$ cat config.mk
export PLATFORM = sky130hd
export DESIGN_NAME = handshake_fifo_opaque
export DESIGN_NICKNAME = d
export VERILOG_FILES = /design/src/rtl/handshake_fifo_opaque_pkg.sv /design/src/rtl/handshake_fifo_mem.sv /design/src/rtl/handshake_fifo_opaque.sv
export SDC_FILE = /design/constraint.sdc
export NUM_CORES = 1
export LEC_CHECK = 0
export BUFFER_PORTS_ARGS = -buffer_cell sky130_fd_sc_hd__buf_2
export CAP_MARGIN = 20
export CORE_UTILIZATION = 45
export DETAILED_ROUTE_END_ITERATION = 12
export MAX_ROUTING_LAYER = met4
export PLACE_DENSITY = 0.69
export SETUP_SLACK_MARGIN = 0.5
export SLEW_MARGIN = 30
export SYNTH_ARGS = -nofsm -noshare
export SYNTH_HDL_FRONTEND = slang
export SYNTH_HIERARCHICAL = 1
export SYNTH_SLANG_ARGS = --single-unit
$ cat constraint.sdc
create_clock -name clk -period 3.5 [get_ports clk]
set_clock_uncertainty 0.15 [all_clocks]
set_input_delay 0.35 -clock clk [delete_from_list [all_inputs] [get_ports clk]]
set_output_delay 0.35 -clock clk [all_outputs]
set_load 0.02 [all_outputs]
$ cat src/rtl/handshake_fifo_opaque_pkg.sv
// Shared handshake definitions: operation encoding and width helpers used to
// size FIFO pointers and occupancy counters for arbitrary slot counts.
package handshake_fifo_opaque_pkg;

    // Combined handshake event seen in one cycle, encoded as {push, pop}
    typedef enum logic [1:0] {
        HS_IDLE = 2'b00,
        HS_POP  = 2'b01,
        HS_PUSH = 2'b10,
        HS_BOTH = 2'b11
    } hs_op_e;

    // Number of bits needed to index 'value' distinct items (ceil(log2(value)))
    function automatic int clog2_f(input int value);
        int result;
        int remain;
        result = 32'sd0;
        remain = value - 32'sd1;
        while (remain > 32'sd0) begin
            result = result + 32'sd1;
            remain = remain >>> 32'sd1;
        end
        return result;
    endfunction

    // Pointer width: at least one bit so a single-slot FIFO still has a legal index
    function automatic int ptr_width_f(input int num_slots);
        int width;
        width = clog2_f(num_slots);
        return (width < 32'sd1) ? 32'sd1 : width;
    endfunction

    // Counter width: must represent every occupancy from 0 up to num_slots inclusive
    function automatic int cnt_width_f(input int num_slots);
        return clog2_f(num_slots + 32'sd1);
    endfunction

endpackage

$ cat src/rtl/handshake_fifo_mem.sv
// Token storage array: synchronous write, asynchronous read. No reset on the
// contents; validity of each slot is tracked by the controlling FIFO.
module handshake_fifo_mem
    import handshake_fifo_opaque_pkg::*;
#(
    parameter int DATA_WIDTH = 32,
    parameter int NUM_SLOTS  = 2,
    parameter int PTR_W      = ptr_width_f(NUM_SLOTS)
) (
    input  logic                  clk,
    input  logic                  wr_en,
    input  logic [PTR_W-1:0]      wr_addr,
    input  logic [DATA_WIDTH-1:0] wr_data,
    input  logic [PTR_W-1:0]      rd_addr,
    output logic [DATA_WIDTH-1:0] rd_data
);

    logic [DATA_WIDTH-1:0] mem_r [NUM_SLOTS];

    // Capture an incoming token into the addressed slot
    always_ff @(posedge clk) begin
        if (wr_en) begin
            mem_r[wr_addr] <= wr_data;
        end
    end

    // Present the addressed slot without a clock delay
    always_comb begin
        rd_data = mem_r[rd_addr];
    end

endmodule

$ cat src/rtl/handshake_fifo_opaque.sv
// Opaque elastic FIFO: both valid and ready are derived only from registered
// state, so the buffer breaks combinational handshake loops between a
// producer and its consumer. Input-to-output latency is always one cycle.
module handshake_fifo_opaque
    import handshake_fifo_opaque_pkg::*;
#(
    parameter int DATA_WIDTH = 32,
    parameter int NUM_SLOTS  = 2
) (
    input  logic                  clk,
    input  logic                  rst,
    input  logic [DATA_WIDTH-1:0] ins,
    input  logic                  ins_valid,
    output logic                  ins_ready,
    output logic [DATA_WIDTH-1:0] outs,
    output logic                  outs_valid,
    input  logic                  outs_ready
);

    localparam int PTR_W = ptr_width_f(NUM_SLOTS);
    localparam int CNT_W = cnt_width_f(NUM_SLOTS);

    localparam logic [PTR_W-1:0] LAST_PTR   = PTR_W'(NUM_SLOTS - 32'sd1);
    localparam logic [CNT_W-1:0] FULL_COUNT = CNT_W'(NUM_SLOTS);
    localparam logic [PTR_W-1:0] PTR_ONE    = PTR_W'(1'b1);
    localparam logic [CNT_W-1:0] CNT_ONE    = CNT_W'(1'b1);

    logic [PTR_W-1:0]      head_r;
    logic [PTR_W-1:0]      tail_r;
    logic [CNT_W-1:0]      count_r;
    logic [DATA_WIDTH-1:0] rd_data_s;
    logic                  valid_s;
    logic                  ready_s;
    logic                  push_s;
    logic                  pop_s;
    hs_op_e                op_s;

    // Pointers wrap by explicit compare so non-power-of-two depths work
    function automatic logic [PTR_W-1:0] ptr_next_f(input logic [PTR_W-1:0] ptr);
        if (ptr == LAST_PTR) begin
            return {PTR_W{1'b0}};
        end else begin
            return ptr + PTR_ONE;
        end
    endfunction

    handshake_fifo_mem #(
        .DATA_WIDTH (DATA_WIDTH),
        .NUM_SLOTS  (NUM_SLOTS),
        .PTR_W      (PTR_W)
    ) u_mem (
        .clk     (clk),
        .wr_en   (push_s),
        .wr_addr (tail_r),
        .wr_data (ins),
        .rd_addr (head_r),
        .rd_data (rd_data_s)
    );

    // Handshake status from registered occupancy only; both sides held off during reset
    always_comb begin
        valid_s = rst & (count_r != {CNT_W{1'b0}});
        ready_s = rst & (count_r != FULL_COUNT);
        push_s  = ins_valid & ready_s;
        pop_s   = valid_s & outs_ready;
        op_s    = hs_op_e'({push_s, pop_s});
    end

    // Drive the consumer side, gating data to zero whenever no token is offered
    always_comb begin
        ins_ready  = ready_s;
        outs_valid = valid_s;
        if (valid_s) begin
            outs = rd_data_s;
        end else begin
            outs = {DATA_WIDTH{1'b0}};
        end
    end

    // Pointer and occupancy state; reset discards every stored token
    always_ff @(posedge clk) begin
        if (!rst) begin
            head_r  <= {PTR_W{1'b0}};
            tail_r  <= {PTR_W{1'b0}};
            count_r <= {CNT_W{1'b0}};
        end else begin
            if (push_s) begin
                tail_r <= ptr_next_f(tail_r);
            end
            if (pop_s) begin
                head_r <= ptr_next_f(head_r);
            end
            case (op_s)
                HS_PUSH: count_r <= count_r + CNT_ONE;
                HS_POP:  count_r <= count_r - CNT_ONE;
                HS_BOTH: count_r <= count_r;
                HS_IDLE: count_r <= count_r;
                default: count_r <= count_r;
            endcase
        end
    end

endmodule

# --- Word level (Yosys, flattened, before mapping) ---
# Memory sizes are Yosys's and may differ from the RTL's. A register that Yosys moved wholly into a read port is not among the register bits.
# Index checks and enable logic that the tools add are counted.
totals:
  ram_bits: 64
  register_bits: 4
  memories: 1
  in_bits: 36
  wordCells: 27
mem_list:
  columns: ["name", "depth", "word_bits", "read_ports", "rd_clocked_by_memory_dff", "write_ports", "line", "text"]
  rows:
  - ["u_mem.mem_r", 2, 32, 1, 1, 1, "handshake_fifo_mem.sv:18", "logic [DATA_WIDTH-1:0] mem_r [NUM_SLOTS];"]
classes:
  add_sub_neg: 4
  mux: 8
  bitwise_logic: 4
  reduce_logical: 3
  n_eq_ne: 4
ops:
  columns: ["cell", "n"]
  rows:
  - ["32-bit 2-to-1 mux", 1]
  - ["1-bit 2-to-1 mux", 6]
  - ["1-bit AND", 4]
  - ["2-bit equality test (second input constant)", 2]
  - ["2-bit one-hot mux with 2 select lines", 1]
  - ["1-bit adder (second input constant)", 2]
  - ["2-bit by 1-bit adder with 2-bit output (second input constant)", 1]
  - ["2-bit by 1-bit equality test with 1-bit output (second input constant)", 1]
  - ["2-bit zero test", 1]
  - ["2-bit inequality test (second input constant)", 1]
  - ["2-bit nonzero test", 1]
  - ["2-bit OR reduction", 1]
  - ["2-bit by 1-bit subtractor with 2-bit output (second input constant)", 1]

# --- Depth between registers and ports, before layout ---
logic_depth:
  ltp_word: 5
  ltp_mapped: 8

# --- Modules after synthesis ---
# The synthesis kept the hierarchy.
modules_own_cells:
  columns: ["mod", "area_per_inst_um2", "seq_area_each_um2", "instances", "cells_each"]
  rows:
  - ["handshake_fifo_mem", 2478.6, 1921.8, 1, 102]
  - ["handshake_fifo_opaque", 419.2, 80.1, 1, 61]

# --- Worst setup path before layout ---
# Ideal clock, no wire load.
synth_path:
  path_type: "input -> register"
  start: "input port rst"
  end: "memory u_mem.mem_r[0][0], enable pin"
  setup_ns: 0.425
  path_stages: 3
  setup_slack_ns: 0.745
  t_arrival_ns: 2.181
  required_time_ns: 2.925
  n_path_buf: 0
  path_cell_list: "inv_1 > nor3_1 > nor2b_1"
synth_between:
  elab_chain_cells: 4
synth_lines:
  columns: ["item", "line", "text"]
  rows:
  - ["start: declaration", "handshake_fifo_opaque.sv:11", "input logic rst,"]
  - ["1-bit AND", "handshake_fifo_opaque.sv:63", "ready_s = rst & (count_r != FULL_COUNT);"]
  - ["1-bit AND", "handshake_fifo_opaque.sv:64", "push_s = ins_valid & ready_s;"]
  - ["via push_s", "handshake_fifo_opaque.sv:34", "logic push_s;"]
  - ["1-bit 2-to-1 mux", "handshake_fifo_mem.sv:22", "if (wr_en) begin"]
  - ["1-bit 2-to-1 mux (implied by the code)", "handshake_fifo_mem.sv:23", "mem_r[wr_addr] <= wr_data;"]
  - ["end: declaration", "handshake_fifo_mem.sv:18", null]
# The timed path passes the listed nets, and every way through them passes these cells.

==> results by group <==
Outcome
  • Status: complete, no violations

STA
  • Final Hold Fails: 0
  • Finish-stage setup viols: 0
  • Fmax: roughly 0.38 GHz
  • Slew @ Worst Pin: 0.791 ns
  • Total Neg Setup Slack: 0 ns
  • Post-layout minimum cycle time: approximately 2.6 ns
  • Fin worst setup slack: around 0.86 ns
  • Period utilization: 0.754
  • Max Slew Vio Count: 0
  • Worst slew margin: 0.473
  • RSZ-0062 raised after global routing: false
  • Min Hold Slack: about 0.052 ns

Clocking
  • Num CTS Buffers: 9
  • Hold-fix buffers, CTS: 0
  • CTS root buf: clkbuf_8
  • H-tree depth: 3
  • CTS sink count: just under 70
  • Post-CTS sizing: 0
  • Clock transition at path regs: 0.07 ns
  • CTS tree: built
  • Post-CTS setup buffer count: 0
  • Maximum clock path buffer count: 2
  • Latest clock arrival within the worst-skew pair: approximately 0.33 ns

Routing
  • DR WL met2: 2250 um
  • Top layer reached by signal wires: met4
  • Post-route DRC: 0
  • 1st-pass router iterations: 4
  • Post-route antenna net violation count: 0
  • Wire length on met1: around 1800 um
  • Final WL: ~4400 um
  • Vias per std cell: around 4.7
  • Average wire per standard cell: around 14 um
  • Met3 WL post-DR: roughly 250 um
  • Via count: between 1,500 and 2,000
  • Initial drt markers: 45

Setup path
  • Worst setup EP type: primary output
  • Cell Chain, Critical Path: buf_4 -> mux2_4 -> and2_1 -> buf_2
  • CP startpoint kind: register
  • CP Max Fanout: 24
  • Slowest cell on crit path: dfxtp_2
  • Worst R2R End: u_mem/mem_r[1][24]
  • Crit path DAT: roughly 2.1 ns
  • Setup crit end: outs[4]
  • Worst R2R Path Depth: 4
  • Critical path required time: roughly 3.0 ns
  • RR Startpoint: count_r[0]
  • R2R setup slack: approximately 1.4 ns
  • Critical path launch point: head_r
  • Largest stage delay, worst path: approximately 0.85 ns
  • WS Path Type: reg2out

Worst hold path
  • Worst Hold Class: in2reg
  • Depth of the worst hold-timing path: 1

GRT
  • Total global-route track usage: 0.142
  • Largest net degree at the start of global routing: 34
  • Grt ovf: 0
  • First-pass GRT wire length: between 6000 and 7000 um
  • Vias in the first global route: roughly 1,500
  • Initial antenna violation count: 0

Die
  • Die X-Extent: roughly 82 um
  • Die ar.: 6760 um^2
  • Die height: ~80 um
  • FP Rows: 28
  • Core Footprint: roughly 6000 um^2
  • Initial core utilization: 0.478
  • Ports: 70

Placed design
  • RePlAce Congestion: 0.733
  • Post-DP Area: around 3300 um^2
  • DPL Wire Length: 2850 um
  • Placed insts: 303
  • Pre-CTS WS: 1.19 ns
  • Port Buffer Count: between 60 and 70

Finish
  • Fin area: approximately 3600 um^2
  • N_diodes: 0
  • Final nets: 277
  • Fillers: 476
  • Fraction of layout cells with a size suffix above 1: 0.494
  • Non-filler cells in the finished layout: between 300 and 400
  • Syn-to-layout area delta: 22.7%

Synth
  • Synth Instances: approximately 160
  • Synth async-reset ratio: 0
  • Post-Syn Area: 2900 um^2
  • Count of different cell masters after synthesis: 20
  • Synth Flop Type: edfxtp_1
  • Warnings from Yosys: 6
  • Post-Syn Nets: 200
  • Flops & latches, synth: 68
  • Post-synth EDFFs: 64
  • Mapped Avg Cell Area: between 15 and 20 um^2
  • Sequential fraction of the synthesis area: 0.691

Power and ir drop
  • Maximum VDD drop: roughly 0.28 mV
  • Pleak: 1.46 nW
  • Power Density: 552 nW/um^2

Flow run
  • Max-Cap Viols: 0
-- worst max-delay path: cells and delay by family, from the launching register on --
family | cells | cell delay, ns
flops | 1 | 0.85
buf+inv | 2 | 0.50
simple gates | 1 | 0.14
mux | 1 | 0.31
-- registers in the layout, indices dropped and copies added, names as in the netlist --
name,flops
u_mem/mem_r,64
tail_r,1
head_r,1
count_r,2
-- per-layer routing --
metal,global-route usage,up-vias
met4,0.0895,0
li1,-,747
met1,0.147,711
met2,0.240,47
met5,-,-
met3,0.0374,9
-- synthesized netlist by cell type (3+ instances only) --
cell type  number  area, um^2
mux2_4         30         450
and2_1         34         213
nor2_1          4        15.0
dfxtp_1         4        80.1
edfxtp_1       64        1920
inv_1           3        11.3
o21ai_0         3        15.0
buf_12          3        60.1
-- cell type report --
| cell class | instances | area (um^2) | share of cell area |
|---|---|---|---|
| clock buffer | 10 | 128 | 0.0359 |
| clock inverter | 6 | 103 | 0.0289 |
| inverter | 3 | 11.3 | 0.00317 |
| multi-input combinational | 85 | 808 | 0.227 |
| sequential | 68 | 2000 | 0.564 |
| tap | 75 | 93.8 | 0.0264 |
| timing repair buffer | 73 | 408 | 0.115 |
-- report_power, final --
group | internal (W) | switching [W] | total, W
Clock | 0.000467 | 0.000267 | 0.000734
Sequential | 0.000931 | 0.0000327 | 0.000964
Combinational | 0.000143 | 0.000123 | 0.000266
-- how the worst min path moves through the flow --
stage                from  slack [ns]                 end
2_1_floorplan      ins[0]        0.30   u_mem/mem_r[0][0]
4_1_cts            ins[0]        0.04   u_mem/mem_r[0][0]
6_report          ins[18]        0.05  u_mem/mem_r[1][18]
3_5_place_dp   count_r[1]        0.37          count_r[1]
5_1_grt            ins[6]        0.04   u_mem/mem_r[0][6]
3_3_place_gp   count_r[1]        0.35          count_r[1]
-- logic make-up (layout without fill, tap and decap cells) --
kind of cell,after synthesis,count (layout),share of synthesized area
adders and majority gates,1,1,0.00432
muxes,32,32,0.163
buffers and inverters,10,92,0.0328
DFF,68,68,0.691
and+or+nand+nor,44,44,0.0911
xor gates and xnor gates,3,3,0.00907
AOI/OAI and AO/OA,5,5,0.00863
-- stage by stage --
step,power (W),utilization
finish,0.00196,0.586
detailed placement,0.00125,0.544
CTS,0.00198,0.582
global placement,0.00124,0.544
floorplan,0.00118,-
global route,0.00204,0.586
-- layout by cell type, fill, tap and decap left out --
cell | synthesis | routed
buf_2 | 1 | 69
edfxtp_1 | 64 | 64
and2_1 | 34 | 34
mux2_4 | 30 | 30
clkbuf_8 | 0 | 9
nor2_1 | 4 | 4
inv_1 | 3 | 3
o21ai_0 | 3 | 3
bufinv_16 | 0 | 3
dfxtp_1 | 4 | 3
xor2_1 | 2 | 2
or3_1 | 2 | 2
a21oi_1 | 2 | 2
clkinv_1 | 0 | 2
buf_4 | 0 | 2
mux2_2 | 2 | 2
nor2b_1 | 2 | 1
nor3_1 | 1 | 1
nor2_2 | 1 | 1
xnor2_1 | 1 | 1
ha_1 | 1 | 1
clkinv_2 | 0 | 1
clkbuf_1 | 2 | 1
dfxtp_2 | 0 | 1
nor2b_4 | 0 | 1
buf_16 | 0 | 1
buf_12 | 3 | 1
No activity file was read; power rests on OpenSTA's default activity.
